--- src/rtl/dram_arbiter_ctrl_if.sv ---
// Client request/response and RAM pin bundle for dram_arbiter_ctrl.
// The controller takes the slave view; clients and RAM glue take the master view.
interface dram_arbiter_ctrl_if #(
  parameter int ADDR_W = 5,
  parameter int DATA_W = 8
);
  logic              p0_valid;
  logic              p0_we;
  logic [ADDR_W-1:0] p0_addr;
  logic [DATA_W-1:0] p0_wdata;
  logic              p0_ready;
  logic              p0_rvalid;
  logic [DATA_W-1:0] p0_rdata;

  logic              p1_valid;
  logic              p1_we;
  logic [ADDR_W-1:0] p1_addr;
  logic [DATA_W-1:0] p1_wdata;
  logic              p1_ready;
  logic              p1_rvalid;
  logic [DATA_W-1:0] p1_rdata;

  logic              clear_start;
  logic              clear_busy;

  logic [ADDR_W-1:0] ram_a;
  logic [DATA_W-1:0] ram_d;
  logic              ram_we;
  logic [DATA_W-1:0] ram_o;

  modport slave (
    input  p0_valid, p0_we, p0_addr, p0_wdata,
    output p0_ready, p0_rvalid, p0_rdata,
    input  p1_valid, p1_we, p1_addr, p1_wdata,
    output p1_ready, p1_rvalid, p1_rdata,
    input  clear_start,
    output clear_busy,
    output ram_a, ram_d, ram_we,
    input  ram_o
  );

  modport master (
    output p0_valid, p0_we, p0_addr, p0_wdata,
    input  p0_ready, p0_rvalid, p0_rdata,
    output p1_valid, p1_we, p1_addr, p1_wdata,
    input  p1_ready, p1_rvalid, p1_rdata,
    output clear_start,
    input  clear_busy,
    input  ram_a, ram_d, ram_we,
    output ram_o
  );
endinterface

--- src/rtl/dram_arbiter_ctrl.sv ---
// Round-robin two-port front end for a single-port distributed RAM,
// with a full-depth clear sweep after reset or on command.
module dram_arbiter_ctrl #(
  parameter int                ADDR_W         = 5,
  parameter int                DATA_W         = 8,
  parameter bit                CLEAR_ON_RESET = 1'b1,
  parameter logic [DATA_W-1:0] CLEAR_VALUE    = '0
) (
  input logic                clk,
  input logic                rst,
  dram_arbiter_ctrl_if.slave bus
);

  typedef enum logic {S_CLEAR = 1'b0, S_SERVE = 1'b1} state_t;

  localparam state_t            RST_STATE = CLEAR_ON_RESET ? S_CLEAR : S_SERVE;
  localparam logic [ADDR_W-1:0] LAST_ADDR = '1;

  state_t            r_state, w_state_nxt;
  logic [ADDR_W-1:0] r_clr_addr, w_clr_addr_nxt;
  logic              r_last_grant, w_last_grant_nxt;
  logic              w_grant0, w_grant1;
  logic [ADDR_W-1:0] w_ram_a;
  logic [DATA_W-1:0] w_ram_d;
  logic              w_ram_we;
  logic              r_p0_rvalid, r_p1_rvalid;
  logic [DATA_W-1:0] r_p0_rdata, r_p1_rdata;

  always_ff @(posedge clk or posedge rst) begin
    if (rst) begin
      r_state      <= RST_STATE;
      r_clr_addr   <= '0;
      r_last_grant <= 1'b1;
    end else begin
      r_state      <= w_state_nxt;
      r_clr_addr   <= w_clr_addr_nxt;
      r_last_grant <= w_last_grant_nxt;
    end
  end

  always_comb begin
    w_state_nxt      = r_state;
    w_clr_addr_nxt   = r_clr_addr;
    w_last_grant_nxt = r_last_grant;
    w_grant0         = 1'b0;
    w_grant1         = 1'b0;
    w_ram_a          = '0;
    w_ram_d          = '0;
    w_ram_we         = 1'b0;
    case (r_state)
      S_CLEAR: begin
        w_ram_a        = r_clr_addr;
        w_ram_d        = CLEAR_VALUE;
        w_ram_we       = 1'b1;
        w_clr_addr_nxt = r_clr_addr + 1'b1;
        if (r_clr_addr == LAST_ADDR) w_state_nxt = S_SERVE;
      end
      S_SERVE: begin
        // On conflict the port that did not win last time takes the slot.
        w_grant0 = bus.p0_valid && (!bus.p1_valid || r_last_grant);
        w_grant1 = bus.p1_valid && (!bus.p0_valid || !r_last_grant);
        if (w_grant0) begin
          w_ram_a          = bus.p0_addr;
          w_ram_d          = bus.p0_wdata;
          w_ram_we         = bus.p0_we;
          w_last_grant_nxt = 1'b0;
        end else if (w_grant1) begin
          w_ram_a          = bus.p1_addr;
          w_ram_d          = bus.p1_wdata;
          w_ram_we         = bus.p1_we;
          w_last_grant_nxt = 1'b1;
        end
        if (bus.clear_start) w_state_nxt = S_CLEAR;
      end
      default: w_state_nxt = RST_STATE;
    endcase
  end

  // Read data is taken from the asynchronous RAM output at the grant edge.
  always_ff @(posedge clk or posedge rst) begin
    if (rst) begin
      r_p0_rvalid <= 1'b0;
      r_p1_rvalid <= 1'b0;
      r_p0_rdata  <= '0;
      r_p1_rdata  <= '0;
    end else begin
      r_p0_rvalid <= w_grant0 && !bus.p0_we;
      r_p1_rvalid <= w_grant1 && !bus.p1_we;
      if (w_grant0 && !bus.p0_we) r_p0_rdata <= bus.ram_o;
      if (w_grant1 && !bus.p1_we) r_p1_rdata <= bus.ram_o;
    end
  end

  // Handshake and write strobe are held off while reset is asserted.
  assign bus.p0_ready   = w_grant0 && !rst;
  assign bus.p1_ready   = w_grant1 && !rst;
  assign bus.p0_rvalid  = r_p0_rvalid;
  assign bus.p1_rvalid  = r_p1_rvalid;
  assign bus.p0_rdata   = r_p0_rdata;
  assign bus.p1_rdata   = r_p1_rdata;
  assign bus.clear_busy = (r_state == S_CLEAR);
  assign bus.ram_a      = w_ram_a;
  assign bus.ram_d      = w_ram_d;
  assign bus.ram_we     = w_ram_we && !rst;

endmodule

--- src/flat_wrapper.sv ---
// flat-port wrapper written by rule: the top's interface ports become plain ports
module dram_arbiter_ctrl_flat 
#(
  parameter int                ADDR_W         = 5,
  parameter int                DATA_W         = 8,
  parameter bit                CLEAR_ON_RESET = 1'b1,
  parameter logic [DATA_W-1:0] CLEAR_VALUE    = '0
)
  (clk, rst, bus_p0_valid, bus_p0_we, bus_p0_addr, bus_p0_wdata, bus_p0_ready, bus_p0_rvalid, bus_p0_rdata, bus_p1_valid, bus_p1_we, bus_p1_addr, bus_p1_wdata, bus_p1_ready, bus_p1_rvalid, bus_p1_rdata, bus_clear_start, bus_clear_busy, bus_ram_a, bus_ram_d, bus_ram_we, bus_ram_o);
  dram_arbiter_ctrl_if #(.ADDR_W(ADDR_W), .DATA_W(DATA_W)) bus_i ();
  input logic clk;
  input logic rst;
  input wire logic [$bits(bus_i.p0_valid)-1:0] bus_p0_valid;
  input wire logic [$bits(bus_i.p0_we)-1:0] bus_p0_we;
  input wire logic [$bits(bus_i.p0_addr)-1:0] bus_p0_addr;
  input wire logic [$bits(bus_i.p0_wdata)-1:0] bus_p0_wdata;
  output wire logic [$bits(bus_i.p0_ready)-1:0] bus_p0_ready;
  output wire logic [$bits(bus_i.p0_rvalid)-1:0] bus_p0_rvalid;
  output wire logic [$bits(bus_i.p0_rdata)-1:0] bus_p0_rdata;
  input wire logic [$bits(bus_i.p1_valid)-1:0] bus_p1_valid;
  input wire logic [$bits(bus_i.p1_we)-1:0] bus_p1_we;
  input wire logic [$bits(bus_i.p1_addr)-1:0] bus_p1_addr;
  input wire logic [$bits(bus_i.p1_wdata)-1:0] bus_p1_wdata;
  output wire logic [$bits(bus_i.p1_ready)-1:0] bus_p1_ready;
  output wire logic [$bits(bus_i.p1_rvalid)-1:0] bus_p1_rvalid;
  output wire logic [$bits(bus_i.p1_rdata)-1:0] bus_p1_rdata;
  input wire logic [$bits(bus_i.clear_start)-1:0] bus_clear_start;
  output wire logic [$bits(bus_i.clear_busy)-1:0] bus_clear_busy;
  output wire logic [$bits(bus_i.ram_a)-1:0] bus_ram_a;
  output wire logic [$bits(bus_i.ram_d)-1:0] bus_ram_d;
  output wire logic [$bits(bus_i.ram_we)-1:0] bus_ram_we;
  input wire logic [$bits(bus_i.ram_o)-1:0] bus_ram_o;
  assign bus_i.p0_valid = bus_p0_valid;
  assign bus_i.p0_we = bus_p0_we;
  assign bus_i.p0_addr = bus_p0_addr;
  assign bus_i.p0_wdata = bus_p0_wdata;
  assign bus_p0_ready = bus_i.p0_ready;
  assign bus_p0_rvalid = bus_i.p0_rvalid;
  assign bus_p0_rdata = bus_i.p0_rdata;
  assign bus_i.p1_valid = bus_p1_valid;
  assign bus_i.p1_we = bus_p1_we;
  assign bus_i.p1_addr = bus_p1_addr;
  assign bus_i.p1_wdata = bus_p1_wdata;
  assign bus_p1_ready = bus_i.p1_ready;
  assign bus_p1_rvalid = bus_i.p1_rvalid;
  assign bus_p1_rdata = bus_i.p1_rdata;
  assign bus_i.clear_start = bus_clear_start;
  assign bus_clear_busy = bus_i.clear_busy;
  assign bus_ram_a = bus_i.ram_a;
  assign bus_ram_d = bus_i.ram_d;
  assign bus_ram_we = bus_i.ram_we;
  assign bus_i.ram_o = bus_ram_o;
  dram_arbiter_ctrl #(.ADDR_W(ADDR_W), .DATA_W(DATA_W), .CLEAR_ON_RESET(CLEAR_ON_RESET), .CLEAR_VALUE(CLEAR_VALUE)) u_core (.clk(clk), .rst(rst), .bus(bus_i));
endmodule
--- config.mk ---
export PLATFORM = sky130hd
export DESIGN_NAME = dram_arbiter_ctrl_flat
export DESIGN_NICKNAME = d
export VERILOG_FILES = /design/src/rtl/dram_arbiter_ctrl_if.sv /design/src/rtl/dram_arbiter_ctrl.sv /design/src/flat_wrapper.sv
export SDC_FILE = /design/constraint.sdc
export NUM_CORES = 1
export LEC_CHECK = 0
export CAP_MARGIN = 30
export CORE_UTILIZATION = 30
export CTS_BUF_LIST = sky130_fd_sc_hd__clkbuf_8
export CTS_CLUSTER_SIZE = 16
export DETAILED_ROUTE_END_ITERATION = 10
export PLACE_DENSITY = 0.72
export RECOVER_POWER = 100
export SETUP_SLACK_MARGIN = 0.15
export SYNTH_ARGS = -nofsm -noshare
export SYNTH_HDL_FRONTEND = slang
export SYNTH_SLANG_ARGS = --single-unit
--- constraint.sdc ---
create_clock -name clk -period 3.16 [get_ports clk]
set_clock_uncertainty 0.1 [all_clocks]
set_input_delay 0.632 -clock clk [delete_from_list [all_inputs] [get_ports clk]]
set_output_delay 0.632 -clock clk [all_outputs]
set_load 0.01 [all_outputs]
==> results.py, run 1 <==
metrics = {
    "status": {
        "status": "complete, no violations",
    },
    "logic_synthesis": {
        "synth-warning-count": 0,
        "yosysTopAreaCellShare": 0.471,
        "synth_most_common_cell": "dfrtp_1",
        "synth_flop_cell": "dfrtp_1",
        "synth_cell_type_count": 29,
        "syn_nets": 135,
        "synth_area_leader_cell": "dfrtp_1",
        "synth_edf_count": 0,
        "seq_area_frac_synth": 0.491,
        "netlist_top_cells_count": "dfrtp_1 (24), mux2_4 (16), a22o_2 (8), a221o_1 (5)",
        "synth.area.top_cells": "dfrtp_1 (47%), mux2_4 (19%), a22o_2 (6.3%)",
        "synthCells": 92,
        "async_flop_share": 1.00,
        "synth_area_um2": 1280,
        "avgSynthCellArea_um2": 13.9,
        "ys_ff_latch": 25,
    },
    "setup_path": {
        "end_kind": "output port",
        "critPathArrivalTime_ns": 2.29,
        "required_ns": 2.43,
        "crit_fanout": 10,
        "critPathLaunchType": "primary input",
        "path_class": "in -> out",
    },
    "floorplanning": {
        "die_area_um2": 4520,
        "num_rows": 23,
        "die_h_um": 67.2,
        "die_w_um": 67.2,
        "initial_core_util": 0.317,
        "core_um2": 4030,
        "io_pins": 76,
    },
    "cts": {
        "cts_max_path_buffers": 2,
        "insertion_delay_ns": 0.27,
        "cts-root-buf": "clkbuf_8",
        "cts_made_buffers": 3,
        "ctsHtreeMaxLevel": 1,
        "cts_hold_buf": 0,
        "cts.sinks": 25,
        "tritoncts": "built",
        "path_clk_slew_ns": 0.08,
    },
    "layout": {
        "area_growth_pct": 61.0,
        "fill_cells": 359,
        "fin_nets": 215,
        "drive_gt1_frac": 0.152,
        "fin_util": 0.510,
        "diodes": 0,
        "ff_latch_area_um2": 627,
        "multi_input_area_um2": 539,
    },
    "timing": {
        "final_max_slew_viol_count": 0,
        "maxSlewHeadroom": 0.381,
        "setup_ws_ns": 0.141,
        "period_share": 0.955,
        "rsz0062_at_grt": "true",
        "fmax_mhz": 331,
        "setup_violations": 0,
        "period_needed_ns": 3.02,
        "finalHoldViolCount": 0,
        "max_slew.worst_pin.slew_ns": 0.927,
        "setup_tns_ns": 0,
    },
    "hold_path": {
        "holdCritPathClass": "reg -> reg",
    },
    "placed_design": {
        "hpwlAfterDp_um": 2780,
        "routabilityCongestion": 0.743,
        "port_buffers": 75,
        "dpl_worst_slack_ns": 0.0165,
    },
    "job": {
        "drv_cap": 0,
    },
    "drt": {
        "drtIter0Drc": 39,
        "wl_per_cell_um": 17.0,
        "num_vias": 1076,
        "avgViaCountPerCell": 4.87,
        "routed_wl_um": 3760,
        "firstDrtPassIters": 4,
        "final_antenna_net_count": 0,
        "route.detailed.drc": 0,
    },
    "global_routing": {
        "grt_pass1_vias": 1110,
        "track_usage": 0.173,
        "grt_max_degree": 26,
        "antenna_found_initial": 0,
        "grt_pass1_wl_um": 5530,
        "gr-total-overflow": 0,
    },
    "power_and_ir_drop": {
        "p_per_area_nw_per_um2": 684,
        "ir_worst_vdd_mv": 0.290,
        "p_leak_nw": 0.975,
        "power_mw": 1.40,
    },
}
[final timing paths]
kind | from | to | slack [ns] | depth (start not counted)
min | u_core.bus.p0_rdata[4]$_DFFE_PP0P_ | u_core.bus.p0_rdata[4]$_DFFE_PP0P_ | 0.39 | 1
max | bus_p1_valid | bus_ram_d[2] | 0.14 | 5
min in group asynchronous | rst | u_core.bus.p1_rdata[6]$_DFFE_PP0P_ | 1.00 | 2
min reg2reg | u_core.bus.p0_rdata[4]$_DFFE_PP0P_ | u_core.bus.p0_rdata[4]$_DFFE_PP0P_ | 0.39 | 1
max reg2reg | u_core.r_last_grant$_DFFE_PP1P_ | u_core.bus.p0_rdata[3]$_DFFE_PP0P_ | 1.29 | 3
max in group asynchronous | rst | u_core.bus.p1_rvalid$_DFF_PP0_ | 1.40 | 2
[per-stage QoR]
| step | area (um^2) | std cells | hold slack, ns |
|---|---|---|---|
| after CTS | 2130 | 220 | 0.403 |
| after detailed placement | 2080 | 216 | 0.386 |
| final | 2050 | 221 | 0.392 |
| after floorplan | 1280 | 92 | 0.358 |
| after global routing | 2050 | 221 | 0.407 |
| after global placement | 2080 | 216 | 0.379 |
[state kept, by name (all words and copies together) (netlist names)]
register	flops
u_core.bus.p1_rvalid	1
u_core.r_state	1
u_core.r_clr_addr	5
u_core.bus.p0_rdata	8
u_core.r_last_grant	1
u_core.bus.p1_rdata	8
u_core.bus.p0_rvalid	1
[repair_timing]
| action | 4_1_cts | 5_1_grt |
|---|---|---|
| gates resized for setup | 6 | 1 |
| pin swaps | 0 | 1 |
| buffers inserted | 0 | 1 |
| endpoints found under the hold margin | 0 | 0 |
| endpoints found under the setup margin | 13 | 6 |
[layout by cell type (no fill, tap or decap), types with 3 or more instances in the layout]
| cell | count |
|---|---|
| clkdlybuf4s50_1 | 40 |
| clkbuf_8 | 3 |
| buf_4 | 3 |
| mux2_1 | 16 |
| and3_2 | 4 |
| nand2_1 | 4 |
| inv_1 | 4 |
| a221o_1 | 5 |
| dlygate4sd3_1 | 30 |
| dfrtp_1 | 24 |
| xnor2_1 | 3 |
| a22o_2 | 8 |
| dlygate4sd2_1 | 4 |
[routing by layer]
metal,global-route usage,up-vias,share of wire
li1,-,499,-
met1,0.183,509,0.39
met2,0.324,63,0.50
met3,0.0557,5,0.11
met4,0.0479,0,0.0088
met5,0,-,0
[layout make-up]
class | instances | share of cell area
flip-flops and latches | 25 | 0.305
repair buffers | 79 | 0.375
clock inverters | 1 | 0.00183
clock buffers | 3 | 0.0201
well taps | 50 | 0.0305
multi-input cells | 60 | 0.262
inverters | 3 | 0.00548
[logic make-up after synthesis]
family	count (synthesis)	share of synthesized area
xor gates and xnor gates	3	0.0206
buffers and inverters	7	0.0314
AOI/OAI and AO/OA	18	0.130
DFF	25	0.491
muxes	18	0.206
and+or+nand+nor	19	0.101
adders and majority gates	2	0.0196
[worst max-delay path: stages]
cell	delay, ns
clkdlybuf4s50_1	0.48
a21boi_2	0.20
and2_4	0.22
a22o_2	0.15
dlygate4sd3_1	0.60
[power by group]
part	leakage, nW	total (mW)	internal [mW]	switching [mW]
clock network	0.0269	0.187	0.0871	0.100
registers	0.317	0.557	0.458	0.0997
logic	0.631	0.660	0.400	0.260
total	0.975	1.40	0.944	0.460
No activity file was read; power rests on OpenSTA's default activity.
==> run 2: changes to the inputs <==
--- a/config.mk
+++ b/config.mk
@@ -10,6 +10,7 @@
 export CTS_BUF_LIST = sky130_fd_sc_hd__clkbuf_8
 export CTS_CLUSTER_SIZE = 16
 export DETAILED_ROUTE_END_ITERATION = 10
+export GPL_TIMING_DRIVEN = 0
 export PLACE_DENSITY = 0.72
 export RECOVER_POWER = 100
 export SETUP_SLACK_MARGIN = 0.15
==> results.py, run 2 (synthesis gave the netlist of run 1 again) <==
metrics = {
    "status": {
        "status": "complete, no violations",
    },
    "drt": {
        "final_antenna_net_count": 0,
        "wl_per_cell_um": 16.3,
        "route.detailed.drc": 0,
        "drtIter0Drc": 36,
        "firstDrtPassIters": 4,
        "avgViaCountPerCell": 4.87,
        "routed_wl_um": 3640,
        "num_vias": 1086,
    },
    "floorplanning": {
        "num_rows": 23,
        "initial_core_util": 0.317,
        "die_area_um2": 4520,
        "die_h_um": 67.2,
        "die_w_um": 67.2,
        "core_um2": 4030,
        "io_pins": 76,
    },
    "setup_path": {
        "critPathTopFamily": "buffers and inverters",
        "worst_path_largest_cell_delay_ns": 0.49,
        "crit_fanout": 10,
        "critPathLaunchType": "primary input",
        "critPathArrivalTime_ns": 2.24,
        "worst_path_max_delay_cell": "clkdlybuf4s50_1",
        "end_kind": "output port",
        "cp_num_buf_inv": 3,
        "crit_chain": "clkdlybuf4s50_1 -> nand2b_1 -> and3_1 -> buf_4 -> a221o_1 -> dlygate4sd2_1",
        "path_class": "in -> out",
        "required_ns": 2.43,
    },
    "placed_design": {
        "hpwlAfterDp_um": 2850,
        "dpl_worst_slack_ns": -0.113,
        "routabilityCongestion": 0.764,
        "port_buffers": 75,
    },
    "timing": {
        "setup_violations": 0,
        "max_slew.worst_pin.slew_ns": 0.920,
        "rsz0062_at_grt": "false",
        "period_needed_ns": 2.97,
        "fmax_mhz": 336,
        "maxSlewHeadroom": 0.386,
        "setup_ws_ns": 0.186,
        "period_share": 0.941,
        "final_max_slew_viol_count": 0,
        "setup_tns_ns": 0,
        "finalHoldViolCount": 0,
    },
    "hold_path": {
        "holdCritPathClass": "reg -> reg",
    },
    "power_and_ir_drop": {
        "p_leak_nw": 0.989,
        "power_mw": 1.38,
        "switching_share": 0.325,
        "power.share.clock": 0.129,
        "power_frac_comb": 0.473,
        "p_seq_frac": 0.399,
        "p_per_area_nw_per_um2": 676,
        "p_int_mw": 0.935,
        "ir_worst_vdd_mv": 0.279,
        "power_switching_mw": 0.450,
    },
    "global_routing": {
        "grt_pass1_vias": 1101,
        "antenna_found_initial": 0,
        "gr-total-overflow": 0,
        "grt_max_degree": 26,
        "track_usage": 0.170,
        "grt_pass1_wl_um": 5470,
    },
    "cts": {
        "tritoncts": "built",
        "insertion_delay_ns": 0.26,
        "cts.sinks": 25,
        "cts_made_buffers": 3,
        "path_clk_slew_ns": 0.08,
        "cts_hold_buf": 0,
        "cts_max_path_buffers": 2,
        "cts-root-buf": "clkbuf_8",
        "ctsHtreeMaxLevel": 1,
    },
    "job": {
        "drv_cap": 0,
    },
    "layout": {
        "drive_gt1_frac": 0.139,
        "layout_commonest_cell": "clkdlybuf4s50_1",
        "mostFrequentLayoutCells": "clkdlybuf4s50_1 (38), dfrtp_1 (24), dlygate4sd3_1 (22)",
        "diodes": 0,
        "fin_nets": 217,
        "area_growth_pct": 60.5,
    },
}
run 2: final cells by class:
cell class | instances | area, um^2
Fill cell | 368 | 1980
Timing Repair Buffer | 77 | 737
Sequential cell | 25 | 627
Multi-Input combinational cell | 60 | 539
Tap cell | 50 | 62.6
Clock buffer | 3 | 41.3
Buffer | 4 | 26.3
Inverter | 3 | 11.3
Clock inverter | 1 | 3.75
run 2: routing by layer:
metal,vias to the layer above,wire (um),global-route usage
met5,-,0,0
met1,512,1270,0.177
li1,503,-,-
met3,6,417,0.0456
met4,0,59,0.0612
met2,65,1900,0.321
run 2: power by group through the flow:
stage / logic, mW / registers, mW / clock network, mW
finish: 0.654 / 0.552 / 0.178
global route: 0.716 / 0.570 / 0.208
CTS: 0.783 / 0.564 / 0.188
detailed placement: 0.810 / 0.560 / 0
global placement: 0.793 / 0.557 / 0
floorplan: 0.375 / 0.584 / 0
run 2: path summary, 6_finish.rpt:
kind                                                       start                                 end  slack (ns)  cells after the start
worst max register to register   u_core.r_last_grant$_DFFE_PP1P_  u_core.bus.p0_rdata[2]$_DFFE_PP0P_        1.14                      4
min in group asynchronous                                    rst  u_core.bus.p1_rdata[4]$_DFFE_PP0P_        1.00                      2
worst min-delay path            u_core.r_clr_addr[0]$_DFFE_PP0N_    u_core.r_clr_addr[0]$_DFFE_PP0N_        0.39                      1
worst min register to register  u_core.r_clr_addr[0]$_DFFE_PP0N_    u_core.r_clr_addr[0]$_DFFE_PP0N_        0.39                      1
max in group asynchronous                                    rst      u_core.bus.p1_rvalid$_DFF_PP0_        1.41                      2
worst max-delay path                                bus_p1_valid                        bus_ram_a[2]        0.19                      6
run 2: timing repair:
item,4_1_cts,5_1_grt
resized for setup,15,2
setup buffers,2,0
gates cloned,0,0
pin swaps,1,0
setup endpoints to repair,13,2
run 2: stage by stage:
step	utilization	cell area (um^2)	instances	hold WS, ns
final	0.508	2050	223	0.387
after global routing	0.508	2050	223	0.403
after CTS	0.532	2140	223	0.393
after detailed placement	0.519	2090	217	0.377
after global placement	0.519	2090	217	0.377
after floorplan	-	1280	92	0.358
